**src/rtl/tap_window_sequencer_if.sv**
```systemverilog
// rtl/tap_window_sequencer_if.sv - sample/sum handshakes and delay-line control bundle for tap_window_sequencer
interface tap_window_sequencer_if #(
    parameter int DW = 4
);
    localparam int SUM_W = DW + 3;

    logic             in_valid;
    logic [DW-1:0]    in_data;
    logic             in_ready;
    logic [DW-1:0]    dl_din;
    logic             dl_ce;
    logic [2:0]       dl_sel;
    logic [DW-1:0]    dl_tap;
    logic             sum_valid;
    logic             sum_ready;
    logic [SUM_W-1:0] sum_data;
    logic             win_full;

    // Environment side: sample source, delay line tap output, sum consumer
    modport master (
        output in_valid, in_data, dl_tap, sum_ready,
        input  in_ready, dl_din, dl_ce, dl_sel, sum_valid, sum_data, win_full
    );

    // Sequencer side
    modport slave (
        input  in_valid, in_data, dl_tap, sum_ready,
        output in_ready, dl_din, dl_ce, dl_sel, sum_valid, sum_data, win_full
    );
endinterface

```
**src/rtl/tap_window_sequencer.sv**
```systemverilog
// rtl/tap_window_sequencer.sv - shifts one sample into the 8-tap delay line, scans all taps and emits the window sum
// Optional FILL_GATE_EN: suppress sum_valid until 8 samples have filled the window.
module tap_window_sequencer #(
    parameter int DW = 4
) (
    input  logic                  CLK,
    input  logic                  RST,
    tap_window_sequencer_if.slave bus
);
    localparam int SUM_W = DW + 3;

    localparam logic [1:0] S_IDLE  = 2'd0;
    localparam logic [1:0] S_SHIFT = 2'd1;
    localparam logic [1:0] S_SCAN  = 2'd2;
    localparam logic [1:0] S_DONE  = 2'd3;

    localparam logic [3:0] FILL_MAX = 4'd8;

    logic [1:0]       state_q, state_d;
    logic [DW-1:0]    din_q, din_d;
    logic [2:0]       scan_q, scan_d;
    logic [SUM_W-1:0] acc_q, acc_d;
    logic [SUM_W-1:0] sum_q, sum_d;
    logic             sum_valid_q, sum_valid_d;
    logic [3:0]       fill_q, fill_d;

    always_comb begin
        state_d     = state_q;
        din_d       = din_q;
        scan_d      = scan_q;
        acc_d       = acc_q;
        sum_d       = sum_q;
        sum_valid_d = sum_valid_q;
        fill_d      = fill_q;
        case (state_q)
            S_IDLE: begin
                if (bus.in_valid) begin
                    din_d   = bus.in_data;
                    fill_d  = (fill_q == FILL_MAX) ? fill_q : fill_q + 4'd1;
                    state_d = S_SHIFT;
                end
            end
            S_SHIFT: begin
                acc_d   = '0;
                scan_d  = 3'd0;
                state_d = S_SCAN;
            end
            S_SCAN: begin
                acc_d  = acc_q + SUM_W'(bus.dl_tap);
                scan_d = scan_q + 3'd1;
                if (scan_q == 3'd7) begin
`ifdef FILL_GATE_EN
                    // Partial windows still refresh sum_data but never raise sum_valid
                    if (fill_q != FILL_MAX) begin
                        sum_d   = acc_d;
                        state_d = S_IDLE;
                    end else begin
                        state_d = S_DONE;
                    end
`else
                    state_d = S_DONE;
`endif
                end
            end
            default: begin
                // First DONE cycle loads the result; sum_ready only matters once it is valid
                if (!sum_valid_q) begin
                    sum_d       = acc_q;
                    sum_valid_d = 1'b1;
                end else if (bus.sum_ready) begin
                    sum_valid_d = 1'b0;
                    state_d     = S_IDLE;
                end
            end
        endcase
    end

    always_ff @(posedge CLK or negedge RST) begin
        if (!RST) begin
            state_q     <= S_IDLE;
            din_q       <= '0;
            scan_q      <= 3'd0;
            acc_q       <= '0;
            sum_q       <= '0;
            sum_valid_q <= 1'b0;
            fill_q      <= 4'd0;
        end else begin
            state_q     <= state_d;
            din_q       <= din_d;
            scan_q      <= scan_d;
            acc_q       <= acc_d;
            sum_q       <= sum_d;
            sum_valid_q <= sum_valid_d;
            fill_q      <= fill_d;
        end
    end

    assign bus.in_ready  = (state_q == S_IDLE);
    assign bus.dl_din    = din_q;
    assign bus.dl_ce     = (state_q == S_SHIFT);
    assign bus.dl_sel    = (state_q == S_SCAN) ? scan_q : 3'd0;
    assign bus.sum_valid = sum_valid_q;
    assign bus.sum_data  = sum_q;
    assign bus.win_full  = (fill_q == FILL_MAX);

endmodule
```
**src/flat_wrapper.sv**
```systemverilog
// flat-port wrapper written by rule: the top's interface ports become plain ports
module tap_window_sequencer_flat 
#(
    parameter int DW = 4
)
  (CLK, RST, bus_in_valid, bus_in_data, bus_dl_tap, bus_sum_ready, bus_in_ready, bus_dl_din, bus_dl_ce, bus_dl_sel, bus_sum_valid, bus_sum_data, bus_win_full);
  tap_window_sequencer_if #(.DW(DW)) bus_i ();
  input  logic CLK;
  input  logic RST;
  input wire logic [$bits(bus_i.in_valid)-1:0] bus_in_valid;
  input wire logic [$bits(bus_i.in_data)-1:0] bus_in_data;
  input wire logic [$bits(bus_i.dl_tap)-1:0] bus_dl_tap;
  input wire logic [$bits(bus_i.sum_ready)-1:0] bus_sum_ready;
  output wire logic [$bits(bus_i.in_ready)-1:0] bus_in_ready;
  output wire logic [$bits(bus_i.dl_din)-1:0] bus_dl_din;
  output wire logic [$bits(bus_i.dl_ce)-1:0] bus_dl_ce;
  output wire logic [$bits(bus_i.dl_sel)-1:0] bus_dl_sel;
  output wire logic [$bits(bus_i.sum_valid)-1:0] bus_sum_valid;
  output wire logic [$bits(bus_i.sum_data)-1:0] bus_sum_data;
  output wire logic [$bits(bus_i.win_full)-1:0] bus_win_full;
  assign bus_i.in_valid = bus_in_valid;
  assign bus_i.in_data = bus_in_data;
  assign bus_i.dl_tap = bus_dl_tap;
  assign bus_i.sum_ready = bus_sum_ready;
  assign bus_in_ready = bus_i.in_ready;
  assign bus_dl_din = bus_i.dl_din;
  assign bus_dl_ce = bus_i.dl_ce;
  assign bus_dl_sel = bus_i.dl_sel;
  assign bus_sum_valid = bus_i.sum_valid;
  assign bus_sum_data = bus_i.sum_data;
  assign bus_win_full = bus_i.win_full;
  tap_window_sequencer #(.DW(DW)) u_core (.CLK(CLK), .RST(RST), .bus(bus_i));
endmodule
```
**config.mk**
```make
export PLATFORM = sky130hd
export DESIGN_NAME = tap_window_sequencer_flat
export DESIGN_NICKNAME = d
export VERILOG_FILES = /design/src/rtl/tap_window_sequencer_if.sv /design/src/rtl/tap_window_sequencer.sv /design/src/flat_wrapper.sv
export SDC_FILE = /design/constraint.sdc
export NUM_CORES = 1
export LEC_CHECK = 0
export CORE_MARGIN = 3
export CORE_UTILIZATION = 45
export CTS_CLUSTER_SIZE = 25
export DETAILED_ROUTE_END_ITERATION = 10
export PLACE_DENSITY = 0.82
export SYNTH_ARGS = -nofsm -noshare
export SYNTH_HDL_FRONTEND = slang
export SYNTH_SLANG_ARGS = --single-unit
```
**constraint.sdc**
```tcl
create_clock -name CLK -period 1.8 [get_ports CLK]
set_clock_uncertainty 0.05 [all_clocks]
set_input_delay 0.36 -clock CLK [delete_from_list [all_inputs] [get_ports CLK]]
set_output_delay 0.36 -clock CLK [all_outputs]
set_load 0.05 [all_outputs]
```
==> metrics.cfg <==
[timing]
setup_ws_ns = 0.0190
worst_pin_slew_ns = 0.488
maxSlewViolCount = 0
rsz0062_at_grt = true
finalCritPeriodShare_pct = 98.9
fmax_mhz = 561
layout_min_cycle_time_ns = 1.78
final-hold-violation-count = 0
slew_headroom_pct = 66.6
setup-violations-final = 0
fin_tns_setup_ns = 0

[routing]
dr_total_vias = 1177
drtAntennaViolNets = 0
routed_wl_mm = 3.39
drtIter0Drc = 55
drc = 0
vias_per_cell = 5.21
firstDrtPassIters = 4
wl_per_cell_um = 15.0

[clock_network]
cts_max_path_buffers = 2
clk_latency_ns = 0.34
cts_tree = built
cts_sinks = 28
clk_pin_slew_ns = 0.15
numCtsBuffers = 3
root_buffer = clkbuf_4
hold_buffers = 0
htreeDepth = 1

[floorplanning]
die_x_um = 62.9
coreArea_sq_mm = 0.00308
fp.dieArea_sq_mm = 0.00396
floorplan.initialDensity_pct = 47.4
ios = 30
rows = 20
die-height_um = 62.9

[worst_setup_path]
crit_fanout = 5
crit_path_end_kind = output port
reg2reg_depth = 5
path_class = flip-flop to output port
cp.required_ns = 1.39
cp.arrival_ns = 1.37
cp-start-kind = flip-flop

[placement]
gp_congestion = 0.811
pre_cts_slack_ns = -0.492
placed_cell_area_sq_mm = 0.00190
portBuffers = 29
dp_hpwl_mm = 2.34

[finish]
seq_area_sq_um = 701
multi_input_area_sq_um = 748
final_area_sq_mm = 0.00210
area_delta_synth_final_pct = 44.1
final_util_pct = 68.3
drive_above_1_share_pct = 39.0
antenna_cells = 0
fill_cells = 221
nets = 208

[global_routing]
grt_pass1_vias = 1209
grt_usage_pct = 18.2
globalRouteOverflowTotal = 0
antenna_found_initial = 0
grt_pass1_wl_mm = 5.77
grt_max_degree = 29

[synth]
yosys_register_bits = 28
syn_area_sq_mm = 0.00146
avgSynthCellArea_sq_um = 11.1
netlist_instances = 131
syn_nets = 156
ys.warnings.count = 0
yosysUniqueCellTypes = 37
synth-seq-area-share_pct = 48.1

[pwr]
p_total_mw = 3.79
p_leak_nw = 1.02
power.density_mw_per_mm2 = 1800
vdd_drop_max_v = 0.000968

[min_path]
hold_class = input pin to asynchronous set/reset pin

[run]
cap_violations = 0

[outcome]
status = complete, no violations

## cells by family (layout without fill, tap and decap cells)
kind of cell,Yosys count,after routing,share of synthesized area (%)
buffers and inverters,19,70,5.58
AOI/OAI and AO/OA,25,25,11.6
and+or+nand+nor,29,29,10.7
muxes,13,13,9.96
DFF,28,28,48.1
xor gates and xnor gates,4,4,2.40
adders and majority gates,13,13,11.7
## timing repair
item / in CTS / in global routing
endpoints found under the setup margin: 8 / 8
setup buffers: 5 / 7
pin swaps: 4 / 4
hold endpoints to repair: 0 / 0
gates resized for setup: 12 / 4
## cells in the mapped netlist
master | instances | area [sq um]
mux2_4 | 1 | 15.0
buf_2 | 2 | 10.0
mux2i_1 | 4 | 40.0
a22oi_1 | 1 | 7.51
or2_4 | 1 | 8.76
and3b_2 | 1 | 10.0
nand2b_1 | 1 | 6.26
nand3_1 | 7 | 35.0
mux2_2 | 8 | 90.1
clkbuf_1 | 2 | 7.51
or4_1 | 1 | 7.51
o221ai_1 | 2 | 17.5
o311ai_0 | 1 | 8.76
xnor2_1 | 2 | 17.5
a21oi_1 | 1 | 5.00
fa_1 | 1 | 20.0
a21o_1 | 2 | 15.0
nand2_1 | 8 | 30.0
a211o_1 | 1 | 8.76
buf_6 | 1 | 11.3
nor2_1 | 3 | 11.3
ha_1 | 12 | 150
a221oi_1 | 1 | 8.76
and2_1 | 3 | 18.8
inv_1 | 14 | 52.6
o21bai_1 | 1 | 7.51
o21ai_0 | 9 | 45.0
xor2_1 | 2 | 17.5
o22ai_1 | 1 | 6.26
nand3b_1 | 2 | 15.0
nor3b_1 | 1 | 7.51
dfrtp_1 | 28 | 701
o211ai_1 | 2 | 15.0
and3_1 | 1 | 6.26
a2111oi_0 | 1 | 8.76
a211oi_1 | 1 | 7.51
o21a_1 | 1 | 7.51
## per-stage QoR
stage / std cells / hold WS, ns
after floorplan: 131 / 0.0144
after global placement: 211 / 0.404
after global routing: 226 / 0.337
after detailed placement: 211 / 0.403
after CTS: 219 / 0.338
final: 226 / 0.313
## state kept, by name, summed over array words and instances (netlist names)
name	count
u_core.fill_q	4
u_core.bus.sum_data	7
u_core.state_q	2
u_core.bus.dl_din	4
u_core.scan_q	3
u_core.bus.sum_valid	1
u_core.acc_q	7
## worst paths after layout
check / startpoint / to / slack (ns)
max in group asynchronous: RST / u_core.fill_q[1]$_DFFE_PN0P_ / 1.12
setup / recovery: u_core.state_q[1]$_DFFE_PN0P_ / bus_in_ready / 0.02
setup reg to reg: u_core.acc_q[0]$_DFFE_PN0P_ / u_core.acc_q[4]$_DFFE_PN0P_ / 0.03
hold reg to reg: u_core.fill_q[3]$_DFFE_PN0P_ / u_core.fill_q[3]$_DFFE_PN0P_ / 0.43
hold / removal: RST / u_core.bus.sum_data[4]$_DFFE_PN0P_ / 0.31
min in group CLK: u_core.fill_q[3]$_DFFE_PN0P_ / u_core.fill_q[3]$_DFFE_PN0P_ / 0.43
## worst max-delay path, cell delays in order, from the launching register on
cell,delay (ns)
dfrtp_1,0.46
inv_1,0.13
ha_2,0.28
buf_12,0.16
## power by group
part           total [mW]  switching [mW]  internal [mW]
clock network       0.419           0.193          0.226
registers            1.04           0.176          0.867
logic                2.33            1.33          0.998
total                3.79            1.70           2.09
## cell usage in the layout (no fill, tap or decap), drive strengths merged, types with 2 or more instances in the layout
cell type      netlist  layout
nand3b               2       2
ha                  12      12
dfrtp               28      28
inv                 14      14
xnor2                2       2
xor2                 2       2
o211ai               2       2
mux2i                4       4
o21ai                9       9
buf                  3      41
nor2                 3       3
a21o                 2       2
nand2                8       8
nand3                7       7
mux2                 9       9
clkbuf               2       3
o221ai               2       2
clkdlybuf4s50        0      10
and2                 3       3
## area by class of cell
| type | instances | area share [%] |
|---|---|---|
| inverters | 14 | 2.50 |
| repair buffers | 52 | 23.4 |
| well taps | 44 | 2.62 |
| multi-input cells | 84 | 35.6 |
| clock inverters | 1 | 1.43 |
| clock buffers | 3 | 1.07 |
| flip-flops and latches | 28 | 33.4 |
## layer usage
metal | track usage (%) | share of wire (%) | vias to the layer above
met1 | 22.7 | 45 | 574
met4 | 8.82 | 1.6 | 0
met2 | 29.2 | 48 | 39
li1 | - | - | 556
met5 | 0 | 0 | -
met3 | 4.86 | 4.8 | 8
No activity file was read; power rests on OpenSTA's default activity.
